<file path="src/rtl/video_timing_sequencer_if.sv">
// Configuration write channel for video_timing_sequencer.
// The host drives valid/addr/data. The sequencer returns ready and pending.
interface video_timing_sequencer_if #(parameter int CW = 12);
  logic          cfg_valid;
  logic          cfg_ready;
  logic [2:0]    cfg_addr;
  logic [CW-1:0] cfg_data;
  logic          cfg_pending;

  modport master (output cfg_valid, cfg_addr, cfg_data, input cfg_ready, cfg_pending);
  modport slave  (input cfg_valid, cfg_addr, cfg_data, output cfg_ready, cfg_pending);
endinterface

</file>
<file path="src/rtl/video_timing_sequencer.sv">
// Pixel-rate strobe, h/v counters and sync/active decode in the 5x TMDS clock domain.
// Timing writes land in shadow registers and become live only on the frame wrap.
module video_timing_sequencer #(
  parameter int PHASES     = 5,
  parameter int CW         = 12,
  parameter int H_TOTAL_D  = 800,
  parameter int H_SYNC_D   = 96,
  parameter int H_BP_D     = 144,
  parameter int H_FP_D     = 784,
  parameter int V_TOTAL_D  = 525,
  parameter int V_SYNC_D   = 2,
  parameter int V_BP_D     = 35,
  parameter int V_FP_D     = 515
) (
  input  logic                      clk_x5,
  input  logic                      resetn,
  input  logic                      enable,
  video_timing_sequencer_if.slave   cfg,
  output logic                      pix_strobe,
  output logic [CW-1:0]             hc,
  output logic [CW-1:0]             vc,
  output logic                      active,
  output logic                      hsync,
  output logic                      vsync,
  output logic                      line_start,
  output logic                      frame_start
);
  localparam int PW = (PHASES > 1) ? $clog2(PHASES) : 1;
  localparam logic [7:0][CW-1:0] DFLT = {CW'(V_FP_D), CW'(V_BP_D), CW'(V_SYNC_D), CW'(V_TOTAL_D),
                                         CW'(H_FP_D), CW'(H_BP_D), CW'(H_SYNC_D), CW'(H_TOTAL_D)};

  logic [PW-1:0]         r_phase;
  logic                  r_strobe;
  logic [CW-1:0]         r_hc, r_vc;
  logic                  r_pending;
  logic [7:0][CW-1:0]    r_shadow, r_live;
  logic                  w_ph_last, w_h_end, w_v_end, w_commit, w_wr;

  // Totals below 2 would make the wrap compare degenerate.
  function automatic logic [CW-1:0] f_clamp(input int idx, input logic [CW-1:0] v);
    return ((idx == 0 || idx == 4) && v < CW'(2)) ? CW'(2) : v;
  endfunction

  assign w_ph_last = (r_phase == PW'(PHASES-1));
  assign w_h_end   = (r_hc == r_live[0] - CW'(1));
  assign w_v_end   = (r_vc == r_live[4] - CW'(1));
  assign w_commit  = r_strobe && w_h_end && w_v_end && r_pending;
  assign w_wr      = cfg.cfg_valid && cfg.cfg_ready;

  always_ff @(posedge clk_x5 or negedge resetn) begin
    if (!resetn) begin
      r_phase  <= '0;
      r_strobe <= 1'b0;
    end else begin
      r_strobe <= enable && w_ph_last;
      if (enable) r_phase <= w_ph_last ? '0 : r_phase + PW'(1);
    end
  end

  always_ff @(posedge clk_x5 or negedge resetn) begin
    if (!resetn) begin
      r_hc <= '0;
      r_vc <= '0;
    end else if (r_strobe) begin
      if (w_h_end) begin
        r_hc <= '0;
        r_vc <= w_v_end ? '0 : r_vc + CW'(1);
      end else begin
        r_hc <= r_hc + CW'(1);
      end
    end
  end

  // Write and commit cannot coincide: ready is low in the commit cycle.
  always_ff @(posedge clk_x5 or negedge resetn) begin
    if (!resetn) begin
      r_pending <= 1'b0;
      r_shadow  <= DFLT;
      r_live    <= DFLT;
    end else begin
      if (w_commit) begin
        r_pending <= 1'b0;
        for (int i = 0; i < 8; i++) r_live[i] <= f_clamp(i, r_shadow[i]);
      end
      if (w_wr) begin
        r_pending               <= 1'b1;
        r_shadow[cfg.cfg_addr]  <= cfg.cfg_data;
      end
    end
  end

  assign cfg.cfg_ready   = !w_commit;
  assign cfg.cfg_pending = r_pending;
  assign pix_strobe      = r_strobe;
  assign hc              = r_hc;
  assign vc              = r_vc;
  assign active          = (r_hc >= r_live[2]) && (r_hc < r_live[3]) &&
                           (r_vc >= r_live[6]) && (r_vc < r_live[7]);
  assign hsync           = r_hc < r_live[1];
  assign vsync           = r_vc < r_live[5];
  assign line_start      = r_strobe && (r_hc == '0);
  assign frame_start     = r_strobe && (r_hc == '0) && (r_vc == '0);
endmodule

</file>
<file path="src/flat_wrapper.sv">
// flat-port wrapper written by rule: the top's interface ports become plain ports
module video_timing_sequencer_flat 
#(
  parameter int PHASES     = 5,
  parameter int CW         = 12,
  parameter int H_TOTAL_D  = 800,
  parameter int H_SYNC_D   = 96,
  parameter int H_BP_D     = 144,
  parameter int H_FP_D     = 784,
  parameter int V_TOTAL_D  = 525,
  parameter int V_SYNC_D   = 2,
  parameter int V_BP_D     = 35,
  parameter int V_FP_D     = 515
)
  (clk_x5, resetn, enable, pix_strobe, hc, vc, active, hsync, vsync, line_start, frame_start, cfg_cfg_valid, cfg_cfg_addr, cfg_cfg_data, cfg_cfg_ready, cfg_cfg_pending);
  video_timing_sequencer_if #(.CW(CW)) cfg_i ();
  input  logic clk_x5;
  input  logic resetn;
  input  logic enable;
  output logic pix_strobe;
  output logic [CW-1:0] hc;
  output logic [CW-1:0] vc;
  output logic active;
  output logic hsync;
  output logic vsync;
  output logic line_start;
  output logic frame_start;
  input wire logic [$bits(cfg_i.cfg_valid)-1:0] cfg_cfg_valid;
  input wire logic [$bits(cfg_i.cfg_addr)-1:0] cfg_cfg_addr;
  input wire logic [$bits(cfg_i.cfg_data)-1:0] cfg_cfg_data;
  output wire logic [$bits(cfg_i.cfg_ready)-1:0] cfg_cfg_ready;
  output wire logic [$bits(cfg_i.cfg_pending)-1:0] cfg_cfg_pending;
  assign cfg_i.cfg_valid = cfg_cfg_valid;
  assign cfg_i.cfg_addr = cfg_cfg_addr;
  assign cfg_i.cfg_data = cfg_cfg_data;
  assign cfg_cfg_ready = cfg_i.cfg_ready;
  assign cfg_cfg_pending = cfg_i.cfg_pending;
  video_timing_sequencer #(.PHASES(PHASES), .CW(CW), .H_TOTAL_D(H_TOTAL_D), .H_SYNC_D(H_SYNC_D), .H_BP_D(H_BP_D), .H_FP_D(H_FP_D), .V_TOTAL_D(V_TOTAL_D), .V_SYNC_D(V_SYNC_D), .V_BP_D(V_BP_D), .V_FP_D(V_FP_D)) u_core (.clk_x5(clk_x5), .resetn(resetn), .enable(enable), .cfg(cfg_i), .pix_strobe(pix_strobe), .hc(hc), .vc(vc), .active(active), .hsync(hsync), .vsync(vsync), .line_start(line_start), .frame_start(frame_start));
endmodule
</file>
<file path="config.mk">
export PLATFORM = sky130hd
export DESIGN_NAME = video_timing_sequencer_flat
export DESIGN_NICKNAME = d
export VERILOG_FILES = /design/src/rtl/video_timing_sequencer_if.sv /design/src/rtl/video_timing_sequencer.sv /design/src/flat_wrapper.sv
export SDC_FILE = /design/constraint.sdc
export NUM_CORES = 1
export LEC_CHECK = 0
export CORE_UTILIZATION = 66
export DETAILED_ROUTE_END_ITERATION = 10
export PLACE_DENSITY_LB_ADDON = 0.1
export SKIP_CTS_REPAIR_TIMING = 1
export SLEW_MARGIN = 0
export SYNTH_ARGS = -nofsm -noshare
export SYNTH_HDL_FRONTEND = slang
export SYNTH_SLANG_ARGS = --single-unit
</file>
<file path="constraint.sdc">
create_clock -name clk_x5 -period 10.3 [get_ports clk_x5]
set_clock_uncertainty 0.1 [all_clocks]
set_input_delay 1.03 -clock clk_x5 [delete_from_list [all_inputs] [get_ports clk_x5]]
set_output_delay 1.03 -clock clk_x5 [all_outputs]
set_load 0.01 [all_outputs]
</file>
* Yosys cells after proc, flatten, opt, wreduce, memory -nomap -nowiden *
Index checks and enable logic that the tools add are counted.
W data, S select, Z words.

word-level totals
  register bits = 221
  output and inout port bits = 32

operators by class
  add/subtract/negate cells = 5
  equality and inequality tests = 3
  reductions and logical operators = 16
  $lt $le $gt $ge = 10
  muxes and demuxes = 10

operator list
  cell                     number
  $bwmux W96               1
  $mux W12                 5
  $lt A12 B12 Y1           4
  $demux W12 S3            1
  $add A12 B1 Y12 const B  2
  $eq A12 B12 Y1           2
  $ge A12 B12 Y1           2
  $logic_not A12 Y1        2
  $lt A12 B2 Y1 const B    2
  $sub A12 B1 Y12 const B  2
  $logic_and A1 B1 Y1      11
  $lt A3 B4 Y1 const B     1
  $add A3 B1 Y3 const B    1
  $eq A3 B3 Y1 const B     1
  $ge A3 B1 Y1 const B     1
  $mux W3                  1
  $mux W1                  2
  $reduce_and A2 Y1        1
  $reduce_bool A2 Y1       1
  $logic_not A1 Y1         1

* Logic depth before layout (Yosys ltp) *
Gate-level depths: netlist of the first run.

  depth after elaboration = 8
  mapped depth = 13
  depth with buffers taken out = 9

* Worst setup path after synthesis of the first run *
Ideal clock, no wire load.

  kind = register to output
  start point = register u_core.r_live[0] (netlist name)
  end point = output port cfg_cfg_ready
  path slack = 6,350 ps
  required time = 9,170 ps
  path buffers = 3
  arrival = 2,820 ps
  stages on the path, launching flop included = 12
  path through = dfrtp_1 > inv_1 > ha_1 > or4b_1 > or3b_1 > nand3_1 > nor4b_1 > and4_1 > buf_2 > buf_6 > clkbuf_1 > nand3_1

between the ends
  longest elaborated chain between the ends = 6

ends and longest elaborated chain
  element                            line                          text
  start: declaration                 video_timing_sequencer.sv:36  logic [7:0][CW-1:0] r_shadow, r_live;
  start signal: assignment           video_timing_sequencer.sv:79  r_live <= DFLT;
  $sub A12 B1 Y12                    video_timing_sequencer.sv:45  assign w_h_end = (r_hc == r_live[0] - CW'(1));
  $eq A12 B12 Y1                     video_timing_sequencer.sv:45
  $logic_and A1 B1 Y1 (3 in series)  video_timing_sequencer.sv:47  assign w_commit = r_strobe && w_h_end && w_v_end && r_pending;
  $logic_not A1 Y1                   video_timing_sequencer.sv:92  assign cfg.cfg_ready = !w_commit;
  end: declaration                   flat_wrapper.sv:31            output wire logic [$bits(cfg_i.cfg_ready)-1:0] cfg_cfg_ready;

Every way passes these cells.

* Worst setup path after layout of the first run *
Ends and elaborated chain as after synthesis.

==> metrics.md, run 1 <==
| Metric | Value |
|---|---|
| Critical-path cell with the highest stage delay | sky130_fd_sc_hd__and4_1 |
| Area share of and/or/nand/nor cells after synthesis | 0.115 |
| Final-report setup violation count | 0 |
| Final setup TNS | 0 ns |
| Cell accounting for the most synthesized area | sky130_fd_sc_hd__dfrtp_1 |
| Synth Warn # | 0 |
| CTS Root Buffer Type | sky130_fd_sc_hd__clkbuf_16 |
| Post-route standard cell area excluding fillers | ~13000 um^2 |
| Max frequency | between 0.15 and 0.2 GHz |
| Final hold viol count | 0 |
| CTS buffer count | 23 |
| Die Width | 133 um |
| Post-detailed-route via-to-cell ratio | around 6.4 |
| Adder-cell area share of the yosys netlist | 0.0833 |
| Ys async rst share | 1.00 |
| Full die area | roughly 18000 um^2 |
| Area share of the largest cell type after synthesis | 0.393 |
| Wire length on met1 | about 12 mm |
| Cell types occupying the most area after synthesis | sky130_fd_sc_hd__dfrtp_1 (39%), sky130_fd_sc_hd__mux2_2 (12%), sky130_fd_sc_hd__dfstp_2 (9.7%) |
| Maximum fanout along the worst path | 24 |
| Least-Margin Pin Slew | roughly 0.95 ns |
| DP Cell Count | about 1300 |
| Fin. max-slew vios | 0 |
| Count of flip-flops with a built-in enable after synthesis | 0 |
| Most used DFF post-synth | sky130_fd_sc_hd__dfrtp_1 |
| Power density relative to cell area | about 170 nW/um^2 |
| Synthesized instance count | between 1000 and 1500 |
| Placer's final routability congestion estimate | slightly below 0.9 |
| List of cells traversed by the critical path | inv_1, ha_1, or4b_1, or3b_1, nand3_1, nor4b_1, and4_1, nand3_1, clkdlybuf4s50_1 |
| Number of buffers added on ports | 50 |
| All-layer global routing usage | 0.329 |
| Reg-to-reg critical path endpoint | u_core.r_live[2]$_DFFE_PN0P_ |
| Share of post-route cells with drive strength above 1 | 0.205 |
| Post-DP HPWL | 17.4 mm |
| Total DRC errors in the routed layout | 0 |
| Maximum Capacitance Violations | 0 |
| Leakage power of the design | 5.52 nW |
| GR Overflow Total | 0 |
| Number of inserted filler cells in the final layout | 1140 |
| Hold Crit Start | u_core.r_shadow[48]$_DFFE_PN1P_ |
| Instance area at placement | around 12000 um^2 |
| Number of vias after detailed routing | approximately 8200 |
| Number of antenna violations at the first check in global routing | 0 |
| Worst reg-to-reg setup slack | roughly 5.4 ns |
| Depth of the worst register-to-register path | 11 |
| Required time worst endpoint | 9.17 ns |
| Nets | roughly 1200 |
| Worst hold path class | register to register |
| WHS Endpoint | u_core.r_live[48]$_DFFE_PN1P_ |
| Source of the worst register-to-register timing path | u_core.r_live[0]$_DFFE_PN0P_ |
| Buf+Inv Stages, Crit Path | 2 |
| Xor-xnor portion of the synthesized cell area | 0.0269 |
| Top-level port count | approximately 50 |
| Synth Net Count | 1117 |
| Detail Route met2 WL | approximately 13 mm |
| Proportion of synthesized area in mux cells | 0.127 |
| Cell with the most instances on the worst path | sky130_fd_sc_hd__nand3_1 |
| Std cell rows | 47 |
| Count of state elements after synthesis | between 200 and 250 |
| Highest metal layer with signal wires | met4 |
| Wire length of the first global-routing pass | between 40 and 50 mm |
| First-pass iteration count of the detailed router | 5 |
| Clock tree from TritonCTS | done |
| Launch point of the worst path | u_core.r_live[0]$_DFFE_PN0P_ |
| Relative slew slack | 0.363 |
| Post-DRT Antenna Nets | 0 |
| Sequential fraction of the synthesis area | 0.489 |
| Total core area | between 15000 and 20000 um^2 |
| Synth Area in Compound Gates | 0.108 |
| Post-synthesis instance area | between 10000 and 15000 um^2 |
| Violation count after the first detailed-routing iteration | ~610 |
| WS Path Type | register to primary output |
| Share of the clock period used by the worst path | 0.517 |
| Unrepaired setup endpoints after global routing | no |
| Dominant combinational cell family by area after synthesis | multiplexers |
| CP Capture Type | primary output |
| Maximum cell stage delay along the critical path | between 0.8 and 0.9 ns |
| Area growth, synth to finish | 12.3% |
| DR WL met3 | 1.66 mm |
| Aggregate routed wire length | around 28 mm |
| Worst Path Arrival | roughly 4.2 ns |
| Top cell family by delay on the critical path | simple AND/OR/NAND/NOR gates |
| Max H-tree Level | 1 |
| Number of cells on the worst hold path | 2 |
| Diode count | 0 |
| Count of distinct cell types in the synthesized netlist | 64 |
| CTS Sinks | between 200 and 250 |
| Non-filler instance count after layout | about 1300 |
| Minimum clock period after layout | 5.33 ns |
| Number of global-route vias before repair | around 8200 |
| Maximum resistive drop on vdd | around 0.00016 V |
| Worst-case clock buffer depth | 3 |
| Largest net degree at the start of global routing | 96 |
| Die Ht | around 130 um |
| Skew-Pair Late Insertion Delay | approximately 0.5 ns |
| Initial core utilization | 0.681 |
| WL per Instance | 21.5 um |
| Register clock-pin slew on the reported worst setup and hold paths | 0.06 ns |
| Startpoint type of the worst setup path | register |
| Syn Area/Cell | roughly 11 um^2 |
| Run status | completed |
==> through the flow <==
stage,hold slack (ns),total power [mW],setup slack [ns],utilization
2_1_floorplan,0.352,1.22,6.35,-
3_3_place_gp,0.361,1.32,5.63,0.717
3_5_place_dp,0.367,1.34,5.51,0.717
4_1_cts,0.376,2.20,4.97,0.764
5_1_grt,0.406,2.27,4.70,0.764
6_report,0.378,2.19,4.97,0.764
==> worst max-delay path by stage <==
stage,endpoint,depth (start not counted)
after floorplan,cfg_cfg_ready,11
after global placement,cfg_cfg_ready,9
after detailed placement,cfg_cfg_ready,9
after CTS,cfg_cfg_ready,9
after global routing,cfg_cfg_ready,9
final,cfg_cfg_ready,9
==> flip-flops by register name, indices dropped and copies added, names as in the netlist <==
signal                  count
u_core.hc                  12
u_core.vc                  12
u_core.r_live              96
u_core.r_shadow            96
u_core.r_phase              3
u_core.pix_strobe           1
u_core.cfg.cfg_pending      1
==> layout make-up <==
type / instances / area, um^2 / share of cell area
timing repair buffer: 62 / 596 / 0.0465
clock buffer: 35 / 681 / 0.0531
tap: 220 / 275 / 0.0215
multi-input combinational: 666 / 5260 / 0.410
sequential: 221 / 5580 / 0.436
inverter: 83 / 312 / 0.0243
clock inverter: 6 / 108 / 0.00840
==> power by group <==
group,switching (mW),total [mW],internal (mW)
clock network,0.338,0.867,0.529
logic,0.123,0.269,0.146
registers,0.0788,1.06,0.977
==> Yosys cell counts, drive strengths merged, types with 3 or more instances <==
cell	n
dfrtp	179
mux2	122
o21ai	91
nand3	85
inv	83
ha	76
dfstp	42
nand2	28
buf	27
clkbuf	25
nor2	23
nor4	21
xnor2	20
a21o	18
a21oi	16
a31oi	15
xor2	15
nand2b	12
nor3	12
a2bb2oi	7
and3	7
mux2i	7
nand4	7
nor2b	7
o21a	7
and4	6
and2	5
o31ai	5
a2111oi	4
a211oi	4
o211ai	4
o2bb2ai	4
nor3b	3
nor4b	3
o2111ai	3
==> cells in the final DEF, fill, tap and decap left out, drive strengths merged, types with 16 or more instances in the layout <==
cell             n
nand3           85
nand2           28
dfrtp          179
a21oi           16
nor4            21
clkdlybuf4s50   49
o21ai           91
xnor2           20
nor2            23
inv             83
mux2           122
dfstp           42
a21o            18
ha              76
clkbuf          35
==> layer usage <==
metal | vias to the layer above | track usage
met5 | - | 0
met4 | 0 | 0.119
met3 | 64 | 0.0521
met2 | 269 | 0.526
met1 | 4164 | 0.458
li1 | 3744 | -
==> cells by family after synthesis <==
| logic type | Yosys count |
|---|---|
| AO/OA/AOI/OAI | 192 |
| XOR/XNOR | 35 |
| adder cells (fa/ha/maj) | 76 |
| buffers and inverters | 135 |
| flip-flops | 221 |
| multiplexers | 129 |
| AND/OR/NAND/NOR | 234 |
==> worst reg2reg max path, cell delays in order (launching register included) <==
cell	delay (ns)
sky130_fd_sc_hd__dfrtp_1	0.42
sky130_fd_sc_hd__inv_1	0.10
sky130_fd_sc_hd__ha_1	0.20
sky130_fd_sc_hd__or4b_1	0.52
sky130_fd_sc_hd__or3b_1	0.42
sky130_fd_sc_hd__nand3_1	0.13
sky130_fd_sc_hd__nor3b_1	0.27
sky130_fd_sc_hd__and4_2	0.26
sky130_fd_sc_hd__buf_4	0.61
sky130_fd_sc_hd__and2_4	0.58
sky130_fd_sc_hd__buf_4	0.71
sky130_fd_sc_hd__mux2_2	0.43
Note: power is estimated with default switching activity, not from simulation.
==> run 2, diff against run 1 <==
--- a/config.mk
+++ b/config.mk
@@ -5,7 +5,7 @@
 export SDC_FILE = /design/constraint.sdc
 export NUM_CORES = 1
 export LEC_CHECK = 0
-export CORE_UTILIZATION = 66
+export CORE_UTILIZATION = 61
 export DETAILED_ROUTE_END_ITERATION = 10
 export PLACE_DENSITY_LB_ADDON = 0.1
 export SKIP_CTS_REPAIR_TIMING = 1
==> constraint.sdc (replaced) <==
create_clock -name clk_x5 -period 5.25 [get_ports clk_x5]
set_clock_uncertainty 0.1 [all_clocks]
set_input_delay 0.525 -clock clk_x5 [delete_from_list [all_inputs] [get_ports clk_x5]]
set_output_delay 0.525 -clock clk_x5 [all_outputs]
set_load 0.01 [all_outputs]
==> run 2 against run 1 <==
Effect of this change:
- critical path type unchanged
- global-route usage fell by 3.5 points
- largest power group unchanged
- the run now ends with design-rule violations, negative hold slack left
- via count shrank 2.6%
- clock power is 93% higher
- highest routed layer unchanged
==> metrics.md, run 2 (same netlist as run 1, synthesis figures left out) <==
| Metric | Value |
|---|---|
| Run status | complete, but fails checks |
| Violations in the final reports | design-rule violations, negative hold slack |
| Maximum fanout along the worst path | 16 (-33%) |
| Combined flip-flop and latch cell area | 5580 um^2 (unchanged) |
| Maximum cell stage delay along the critical path | 0.89 ns (about the same) |
| Switching component of the power | 1.07 mW (+99%) |
| Power after layout | 4.27 mW (+95%) |
| CTS Sinks | 221 (unchanged) |
| Launch point of the worst path | u_core.r_live[49]$_DFFE_PN0P_ |
| Reg-to-reg critical path endpoint | u_core.r_live[65]$_DFFE_PN0P_ |
| Leakage power of the design | 5.52 nW (about the same) |
| Largest registers | u_core.r_live (96), u_core.r_shadow (96) |
| Clock tree from TritonCTS | done |
| Die Width | 139 um (+4.0%) |
| Final hold viol count | 27 (+27) |
| Skew-Pair Late Insertion Delay | 0.52 ns (about the same) |
| Post-Place Worst Slack | 1.33 ns (-4.17 ns) |
| Highest-count cells in the layout ignoring fill and taps | sky130_fd_sc_hd__dfrtp_1 (179), sky130_fd_sc_hd__mux2_2 (120), sky130_fd_sc_hd__o21ai_0 (85), sky130_fd_sc_hd__nand3_1 (85), sky130_fd_sc_hd__inv_1 (83) |
| Number of global-route vias before repair | 8088 (-1.8%) |
| Die Ht | 139 um (+4.0%) |
| Area growth, synth to finish | 12.3% (about the same) |
| Number of antenna violations at the first check in global routing | 0 (unchanged) |
| Internal power of the cells | 3.19 mW (+93%) |
| Worst hold path class | input port to async pin |
| Worst Path Arrival | 3.85 ns (-0.35 ns) |
| Most common cell after layout, fill and taps aside | sky130_fd_sc_hd__dfrtp_1 |
| Worst reg-to-reg setup slack | 1.34 ns (-4.09 ns) |
| Power share of the combinational group | 0.123 (about the same) |
| Required time worst endpoint | 4.62 ns (-4.55 ns) |
| Unrepaired setup endpoints after global routing | no |
| Share of the clock period used by the worst path | 0.852 |
| Cell with the most instances on the worst path | sky130_fd_sc_hd__nand3_1 |
| Violation count after the first detailed-routing iteration | 563 (-6.9%) |
| Depth of the worst register-to-register path | 10 (-1) |
| Endpoint of the most critical setup path | cfg_cfg_ready |
| GR Overflow Total | 0 (unchanged) |
| CP Capture Type | primary output |
| Initial core utilization | 0.629 (-0.0521) |
| Post-detailed-route via-to-cell ratio | 6.17 (-3.2%) |
| Placer's final routability congestion estimate | 0.859 (-1.4%) |
| CTS Root Buffer Type | sky130_fd_sc_hd__clkbuf_16 |
| Maximum Capacitance Violations | 0 (unchanged) |
| Max H-tree Level | 1 (unchanged) |
| Fin. max-slew vios | 0 (unchanged) |
| Sw frac | 0.252 (+0.00543) |
| Share of post-route cells with drive strength above 1 | 0.204 (-0.000742) |
| Critical-path cell with the highest stage delay | sky130_fd_sc_hd__nor4_4 |
| Number of inserted filler cells in the final layout | 1302 (+14%) |
| Wire length of the first global-routing pass | 44.4 mm (-1.4%) |
| Post-DRT Antenna Nets | 0 (unchanged) |
| Least-Margin Pin Slew | 1.02 ns (+0.0680 ns) |
| Total core area | 18100 um^2 (+8.3%) |
| WL per Instance | 20.7 um (-3.6%) |
| Largest net degree at the start of global routing | 113 (+18%) |
| All-layer global routing usage | 0.294 (-0.0353) |
| Number of buffers added on ports | 50 (unchanged) |
| Final-report setup violation count | 0 (unchanged) |
| Max frequency | around 0.22 GHz |
| Post-DP HPWL | 17.2 mm (-0.93%) |
| Aggregate routed wire length | 27.0 mm (-3.0%) |
| Total DRC errors in the routed layout | 22 (+22) |
| First-pass iteration count of the detailed router | 8 (+3) |
| Relative slew slack | 0.313 (-0.0505) |
| Std cell rows | 49 (+4.3%) |
| Minimum clock period after layout | roughly 4.5 ns |
| Final setup TNS | 0 ns (unchanged) |
| CTS buffer count | 24 (+4.3%) |
| Number of vias after detailed routing | 8030 (-2.6%) |
| Clock share of power | 0.391 (-0.004) |
| Worst Slack Setup Final | 0.779 ns (-4.19 ns) |
| Maximum resistive drop on vdd | 0.000316 V (+95%) |
| Nets | 1151 (-0.087%) |
| Final worst hold slack | -0.0439 ns (-0.422 ns) |
| Register share of total power | 0.486 (+0.004) |
| List of cells traversed by the critical path | inv_1, ha_1, nor4b_1, nand3_1, o22a_1, nor4_4, nand3_1, clkdlybuf4s50_1 |
| Power density relative to cell area | 333 nW/um^2 (+95%) |
| Register clock-pin slew on the reported worst setup and hold paths | 0.06 ns (about the same) |
| WS Path Type | register to primary output |
| Multi-input gate area in the final layout | 5260 um^2 (unchanged) |
| Top-level port count | 51 (unchanged) |
| Startpoint type of the worst setup path | register |
| Worst-case clock buffer depth | 3 (unchanged) |
| Source of the worst register-to-register timing path | u_core.r_live[0]$_DFFE_PN0P_ |
| Full die area | 19300 um^2 (+8.1%) |
## run 2: worst max-delay path, delay by kind of cell, from the launching register on
kind                     cells  cell delay (ns)
AO/OA/AOI/OAI                1             0.27
buffers and inverters        2             0.61
adder cells (fa/ha/maj)      1             0.22
flip-flops                   1             0.38
AND/OR/NAND/NOR              4             1.84
## run 2: how the worst min path moves through the flow
stage	end	slack, ns	startpoint	cells past startpoint
6_report	u_core.r_live[54]$_DFFE_PN0P_	-0.04	resetn	1
5_1_grt	u_core.r_live[54]$_DFFE_PN0P_	0.02	resetn	1
4_1_cts	u_core.r_live[54]$_DFFE_PN0P_	-0.01	resetn	1
3_5_place_dp	u_core.r_live[85]$_DFFE_PN1P_	0.37	u_core.r_shadow[85]$_DFFE_PN1P_	2
3_3_place_gp	u_core.r_live[85]$_DFFE_PN1P_	0.36	u_core.r_shadow[85]$_DFFE_PN1P_	2
2_1_floorplan	u_core.cfg.cfg_pending$_DFFE_PN0P_	0.13	resetn	0
## run 2: cell type report
type / count / area share
clock inverters: 5 / 0.00478
repair buffers: 60 / 0.0463
multi-input cells: 666 / 0.410
diodes: 1 / 0.000195
well taps: 229 / 0.0224
inverters: 83 / 0.0243
flip-flops and latches: 221 / 0.436
clock buffers: 37 / 0.0561
## run 2: through the flow
stage,cells,utilization,cell area (um^2),hold WS (ns)
after CTS,1301,0.706,12800,-0.0121
after global placement,1259,0.663,12000,0.361
after floorplan,1022,-,11400,0.129
after detailed placement,1259,0.663,12000,0.365
final,1302,0.706,12800,-0.0439
after global routing,1301,0.706,12800,0.0201
## run 2: power groups by stage
stage | Combinational [mW] | Clock [mW] | Sequential (mW)
final | 0.527 | 1.67 | 2.07
after CTS | 0.534 | 1.69 | 2.07
after global placement | 0.508 | 0 | 2.09
after detailed placement | 0.527 | 0 | 2.10
after floorplan | 0.343 | 0 | 2.04
after global routing | 0.588 | 1.75 | 2.10
## run 2: metal layers
| metal | GRT usage | up-vias | part of all wire |
|---|---|---|---|
| met2 | 0.489 | 198 | 0.48 |
| met1 | 0.408 | 4054 | 0.45 |
| met4 | 0.0830 | 0 | 0.023 |
| li1 | - | 3736 | - |
| met3 | 0.0369 | 42 | 0.043 |
| met5 | 0 | - | 0 |
